File: config.mk
export PLATFORM = sky130hd
export DESIGN_NAME = coproc_issuer
export DESIGN_NICKNAME = d
export VERILOG_FILES = /design/src/rtl/coproc_issuer.sv
export SDC_FILE = /design/constraint.sdc
export NUM_CORES = 1
export LEC_CHECK = 0
export BUFFER_PORTS_ARGS = -buffer_cell sky130_fd_sc_hd__buf_2
export CAP_MARGIN = 20
export CORE_UTILIZATION = 50
export CTS_CLUSTER_DIAMETER = 40
export DETAILED_ROUTE_END_ITERATION = 6
export MAX_ROUTING_LAYER = met4
export PLACE_DENSITY_LB_ADDON = 0.1
export SLEW_MARGIN = 40
export SYNTH_ARGS = -nofsm -noshare
export SYNTH_HDL_FRONTEND = slang
export SYNTH_SLANG_ARGS = --single-unit
export TNS_END_PERCENT = 20
File: constraint.sdc
create_clock -name clk -period 3.8 [get_ports clk]
set_clock_uncertainty 0.15 [all_clocks]
set_input_delay 0.38 -clock clk [delete_from_list [all_inputs] [get_ports clk]]
set_output_delay 0.38 -clock clk [all_outputs]
set_load 0.02 [all_outputs]
File: src/rtl/coproc_issuer.sv
// coproc_issuer: host-side instruction issuer for the matrix coprocessor.
//   Buffers host instruction words in a first-word-fall-through FIFO, issues them one
//   at a time over the instruction/activate_instruction/wait_signal handshake, and
//   returns READ results through a one-entry valid/ready response register.
// Ports:
//   clk, reset_n (async, active-low)
//   cmd_data/cmd_valid/cmd_ready        host command push
//   rsp_data/rsp_valid/rsp_ready        READ result to host
//   instruction, activate_instruction   word and issue strobe to the coprocessor
//   wait_signal, data_read              coprocessor busy flag and read data
//   busy                                FSM active or commands queued
//   err_timeout                         sticky watchdog flag
// Optional watchdog: define COPROC_ISSUER_TIMEOUT_EN to enable the TIMEOUT counter;
// otherwise err_timeout is 0 and the issuer waits indefinitely.
module coproc_issuer #(
    parameter int CMD_DEPTH = 4,
    parameter int TIMEOUT   = 1024
) (
    input  logic        clk,
    input  logic        reset_n,
    input  logic [31:0] cmd_data,
    input  logic        cmd_valid,
    output logic        cmd_ready,
    output logic [15:0] rsp_data,
    output logic        rsp_valid,
    input  logic        rsp_ready,
    output logic [31:0] instruction,
    output logic        activate_instruction,
    input  logic        wait_signal,
    input  logic [15:0] data_read,
    output logic        busy,
    output logic        err_timeout
);
    localparam int         AW      = $clog2(CMD_DEPTH);
    localparam logic [3:0] OP_READ = 4'b0001;

    if (CMD_DEPTH < 2 || (CMD_DEPTH & (CMD_DEPTH - 1)) != 0 || TIMEOUT < 1 || TIMEOUT > 65535) begin : g_bad_params
        $error("coproc_issuer: CMD_DEPTH must be a power of 2 >= 2 and TIMEOUT in 1..65535");
    end

    typedef enum logic [2:0] {IDLE, ISSUE, WAIT_BUSY, WAIT_DONE, CAPTURE} state_t;
    state_t state, state_nxt;

    logic [31:0]   mem [CMD_DEPTH];
    logic [AW-1:0] wr_ptr, rd_ptr;
    logic [AW:0]   count;
    logic          push, pop, load_rsp, timeout;

    assign cmd_ready            = count != (AW+1)'(CMD_DEPTH);
    assign push                 = cmd_valid && cmd_ready;
    // Never pop while the coprocessor still reports busy from a previous instruction.
    assign pop                  = state == IDLE && count != '0 && !wait_signal;
    assign busy                 = state != IDLE || count != '0;
    assign activate_instruction = state == ISSUE;

    always_comb begin
        state_nxt = state;
        load_rsp  = 1'b0;
        case (state)
            IDLE:      if (pop) state_nxt = ISSUE;
            ISSUE:     state_nxt = WAIT_BUSY;
            WAIT_BUSY: if (wait_signal) state_nxt = WAIT_DONE;
            WAIT_DONE: if (!wait_signal) state_nxt = instruction[3:0] == OP_READ ? CAPTURE : IDLE;
            // Holding here while the previous result is unconsumed keeps responses in order.
            CAPTURE:   if (!rsp_valid || rsp_ready) begin
                           load_rsp  = 1'b1;
                           state_nxt = IDLE;
                       end
            default:   state_nxt = IDLE;
        endcase
        if (timeout) state_nxt = IDLE;
    end

    always_ff @(posedge clk)
        if (push) mem[wr_ptr] <= cmd_data;

    always_ff @(posedge clk or negedge reset_n) begin
        if (!reset_n) begin
            state       <= IDLE;
            wr_ptr      <= '0;
            rd_ptr      <= '0;
            count       <= '0;
            instruction <= '0;
            rsp_data    <= '0;
            rsp_valid   <= 1'b0;
        end else begin
            state <= state_nxt;
            count <= count + (AW+1)'(push) - (AW+1)'(pop);
            if (push) wr_ptr <= wr_ptr + 1'b1;
            if (pop) begin
                rd_ptr      <= rd_ptr + 1'b1;
                instruction <= mem[rd_ptr];
            end
            if (load_rsp) rsp_data <= data_read;
            // A capture in the same cycle as a consume wins and keeps rsp_valid high.
            rsp_valid <= load_rsp || (rsp_valid && !rsp_ready);
        end
    end

`ifdef COPROC_ISSUER_TIMEOUT_EN
    logic [15:0] wd_cnt;
    logic        waiting;

    assign waiting = state == WAIT_BUSY || state == WAIT_DONE;
    // Fires in the TIMEOUT-th waiting cycle, i.e. as the counter reaches TIMEOUT.
    assign timeout = waiting && wd_cnt == 16'(TIMEOUT - 1);

    always_ff @(posedge clk or negedge reset_n) begin
        if (!reset_n) begin
            wd_cnt      <= '0;
            err_timeout <= 1'b0;
        end else begin
            wd_cnt <= state == ISSUE ? '0 : waiting ? wd_cnt + 16'd1 : wd_cnt;
            if (timeout) err_timeout <= 1'b1;
        end
    end
`else
    assign timeout     = 1'b0;
    assign err_timeout = 1'b0;
`endif

endmodule

## Word-level counts from Yosys, hierarchy flattened

Memories as Yosys holds them, arrays and structs flattened. A register that Yosys moved wholly into a read port is not among the register bits.
Index checks and enable logic that the tools add are counted.

- Bits in registers: 27
- Bits in writable memories: 128
- Input port bits: 53
- Output and inout port bits: 53
- Logic and storage cells: 46
- Memories: 1

Memory list:

| name | words | width | rd ports | clocked after Yosys merged registers in | wr ports | RTL line | text |
|---|---|---|---|---|---|---|---|
| mem | 4 | 32 | 1 | 1 | 1 | 44 | `logic [31:0] mem [CMD_DEPTH];` |

- $add $sub $neg: 4
- Eq/ne operators: 10
- Muxes and demuxes: 10
- Reductions and logical operators: 15

Operator list:

| cell | number |
|---|---|
| 3-bit two-way mux | 5 |
| 3-bit one-hot mux with 5 select lines | 1 |
| 2-bit inequality test (second input constant) | 4 |
| 3-bit by 2-bit equality test with 1-bit output (second input constant) | 2 |
| 3-bit nonzero test | 2 |
| 2-bit by 1-bit adder with 2-bit output (second input constant) | 2 |
| 4-bit by 1-bit equality test with 1-bit output (second input constant) | 1 |
| 1-bit logical AND | 4 |
| 1-bit zero test | 4 |
| 1-bit two-way mux | 4 |
| 4-bit AND reduction | 1 |
| 3-bit by 1-bit adder with 3-bit output | 1 |
| 3-bit by 1-bit equality test with 1-bit output (second input constant) | 1 |
| 3-bit equality test (second input constant) | 1 |
| 3-bit zero test | 1 |
| 1-bit logical OR | 3 |
| 3-bit inequality test (second input constant) | 1 |
| 3-bit by 1-bit subtractor with 3-bit output | 1 |

## Depth between registers and ports, before layout

- Depth after elaboration: 5
- Mapped depth: 11
- Gate-level depth less buffers: 9

## Worst setup path before layout

OpenSTA, ideal clock, no wires.

- Path type: reg2reg
- Start: reg count[1]
- End: reg count[2]
- Library setup time: 0.123 ns
- Data arrival time: 2.199 ns
- Required time: 3.527 ns
- Slack: 1.328 ns
- Stages on the path, launching flop included: 11
- Buffers on the path: 1
- Period minus slack after synthesis: 2.472 ns
- Cell sequence: dfrtp_1 > or3_4 > nand3_2 > buf_6 > inv_1 > ha_1 > inv_1 > ha_1 > fa_1 > xnor2_1 > xnor2_1

- Cells in the longest elaborated chain, start to end: 4
- Elaborated cells on any way between the ends: 7
- Classes of those cells: add/sub (2); eq/ne (1); reduce/logical (4)

RTL lines:

| what | RTL line | text |
|---|---|---|
| start: declaration | 46 | `logic [AW:0] count;` |
| start signal: assignment | 88 | `count <= count + (AW+1)'(push) - (AW+1)'(pop);` |
| 3-bit nonzero test | 52 | `assign pop = state == IDLE && count != '0 && !wait_signal;` |
| 1-bit logical AND (2 in a row) | 52 |  |
| named net pop | 47 | `logic push, pop, load_rsp, timeout;` |
| 3-bit by 1-bit subtractor with 3-bit output | 88 |  |

The timed path passes the listed nets, and every way through them passes these cells.
A chain may end at the register's enable or synchronous reset.

## Worst setup path in the final report

- Start: reg count[1]
- End: reg count[2]

- Cells in the longest elaborated chain, start to end: 4
- Elaborated cells on any way between the ends: 7
- Classes of those cells: add/sub (2); eq/ne (1); reduce/logical (4)

RTL lines:

| what | RTL line |
|---|---|
| 3-bit inequality test / 3-bit nonzero test (equally long branches) | 49, 52 |
| 1-bit logical AND, on equally long branches | 50, 52 |
| 3-bit by 1-bit adder with 3-bit output / 1-bit logical AND (equally long branches) | 88, 52 |
| 3-bit by 1-bit subtractor with 3-bit output * | 88 |

Mark *: on every way between the ends. The rest lies on a longest branch, timed or not.

==> metrics.cfg <==
[status]
outcome = finished clean

[cts]
clock_latency_ns = 0.42
ctsLongestPathBuffers = 2
cts_tree = yes
post_cts_buffers = 0
ctsHtreeMaxLevel = 4
path_clk_slew_ns = 0.06
clock_sinks = 187
cts-buffers-inserted = 17
cts_root_buf = clkbuf_16

[synthesis]
synthFlopType = edfxtp_1
syn_area_per_cell_um2 = 21.61
synth.distinct_cells = 33
yosys.area_share.simple_pct = 2.213
synth-xor-area-share_pct = 0.6196
synth_top_family_by_area = multiplexers
synthesis.area_um2 = 7068
async_flop_share_pct = 31.55
synth-compound-area-share_pct = 0.2832
synth_edf_count = 128
synthMuxAreaShare_pct = 18.22
synth_fp_nets = 387
synth_cells = 327
yosys_warnings = 0
yosys_register_bits = 187
seq_area_frac_synth_pct = 75.27
synthAdderAreaFrac_pct = 1.345

[timing]
fin_setup_tns_ns = 0
whs_ns = 0.01573
rsz0062_at_grt = no
setup_slack_ns = 1.426
fmax_mhz = 421.1
period_share_pct = 62.49
period_needed_ns = 2.374
relSlewSlack_pct = 54.99
slew_viol_final = 0
hold_viol_final = 0
worst_pin_slew_ns = 0.6657
finalSetupViolations = 0

[critical_path]
crit_end = count[2]
critPathBufInv = 2
critPathKind = reg2reg
crit_path_start = count[1]
cp.depth = 9
r2r_start = count[1]
reg2reg_slack_ns = 1.43
arrival_ns = 2.57
required_ns = 4.00
start_kind = flip-flop
crit_chain = or3b_1 > and2_4 > inv_1 > ha_1 > inv_1 > ha_1 > fa_1 > xnor2_1 > xnor2_1
cp_max_fo = 6
path_delay_family = simple AND/OR/NAND/NOR gates
cp-end-kind = flip-flop
cpPeakStageDelay_ns = 0.47
slowest_stage = or3b_1
r2r_cells = 9
timing.rr.end = count[2]

[routing]
num_vias = 3353
wl_mm = 11.74
viasPerCell = 5.289
first_iter_violations = 128
drt.antenna.violating_nets = 0
firstDrtPassIters = 4
wl_per_cell_um = 18.51
remaining_drc_errors = 0

[flow_run]
maxCapViolations = 0

[floorplan]
io_pins = 106
die_area_um2 = 14620
die_h_um = 120.9
die_w_um = 120.9
initial_core_util_pct = 51.12
num_rows = 43
core_area_um2 = 13830

[worst_hold_path]
hold_path_class = in2reg

[cells_and_area]
multiInputGateArea_um2 = 1627
diodes = 0
final_area_um2 = 8396
final_core_util_pct = 60.72
mostFrequentLayoutCells = 128 x edfxtp_1, 103 x buf_2, 57 x dfrtp_1, 49 x mux2_2, 28 x mux4_2
nNetsFinal = 501
drive_above_1_share_pct = 49.34
fillCellCount = 985
final_common_cell = edfxtp_1
seqCellArea_um2 = 5325
areaGrowthSynthToFinish_pct = 18.78
stdcell_count = 634

[power_and_ir_drop]
p_leak_nw = 3.295
power_mw = 6.711
cellPowerDensity_nw_per_um2 = 799.4
ir_drop_uv = 411.3

[global_route]
grt_usage_pct = 18.30
grt_pass1_wl_mm = 18.60
grt_overflow = 0
antenna_found_initial = 0
grt_max_degree = 60
grt_pass1_vias = 3458

[place]
dp_slack_ns = 1.419
gp_congestion = 0.7044
post-place-cells = 601
postPlaceCellArea_um2 = 7776
port_buffers = 104
hpwl_mm = 6.935

how the worst min path moves through the flow:
| stage | startpoint | endpoint | slack, ns | depth (start not counted) |
|---|---|---|---|---|
| finish | cmd_data[4] | mem[2][4] | 0.02 | 1 |
| floorplan | reset_n | count[0] | -0.07 | 0 |
| CTS | cmd_data[4] | mem[2][4] | 0.003 | 1 |
| global placement | rsp_data[9] | rsp_data[9] | 0.33 | 1 |
| detailed placement | rsp_data[2] | rsp_data[2] | 0.34 | 1 |
| global route | cmd_data[5] | mem[3][5] | 0.01 | 1 |
worst reg2reg max path: cells and delay by family, from the launching register on:
family / cells / cell delay, ns
xor gates and xnor gates: 2 / 0.32
DFF: 1 / 0.39
adders and majority gates: 3 / 0.67
and+or+nand+nor: 2 / 0.68
buffers and inverters: 2 / 0.09
metal layers:
metal  vias to the layer above  GRT usage [%]  part of all wire [%]
li1                       1514              -                     -
met1                      1733          22.64                    43
met2                        91          29.07                    51
met3                        15          4.981                   4.8
met4                         0          6.944                   1.6
met5                         -              -                     0
cell type report:
class / instances / share of cell area, %
Sequential cell: 187 / 63.43
Timing Repair Buffer: 109 / 6.990
Multi-Input combinational cell: 119 / 19.37
Tap cell: 180 / 2.683
Inverter: 7 / 0.3130
Clock inverter: 15 / 2.146
Clock buffer: 17 / 5.067
synthesized netlist by cell type, drive strengths merged, types with 2 or more instances:
master  number  share of area [%]
edfxtp     128                 54
dfrtp       59                 21
and3         4               0.35
buf         13                1.6
xnor2        5               0.62
mux2        49                7.8
nor2         3               0.27
inv          7               0.37
mux4        32                 10
nand3        2               0.28
ha           6                1.1
nand2        2               0.11
power by group:
group / internal [mW] / switching (mW) / total [mW]
clock: 1.09 / 0.710 / 1.80
combinational: 0.892 / 0.909 / 1.80
sequential: 2.77 / 0.338 / 3.11
what timing repair did:
| action | CTS | global route |
|---|---|---|
| hold endpoints to repair | 59 | 0 |
| gates resized for setup | 0 | 0 |
| hold buffers | 1 | 0 |
flip-flops by register name, indices dropped and copies added, names as in the netlist:
name,cells
wr_ptr,2
rsp_valid,1
mem,128
rd_ptr,2
state,3
rsp_data,16
instruction,32
count,3
logic make-up (layout without fill, tap and decap cells):
family                     count (synthesis)  count (layout)
DFF                                      187             187
buffers and inverters                     21             148
other                                      1               1
and+or+nand+nor                           22              22
adders and majority gates                  7               7
AOI/OAI and AO/OA                          3               3
xor gates and xnor gates                   5               5
muxes                                     81              81
Note: power is estimated with default switching activity, not from simulation.
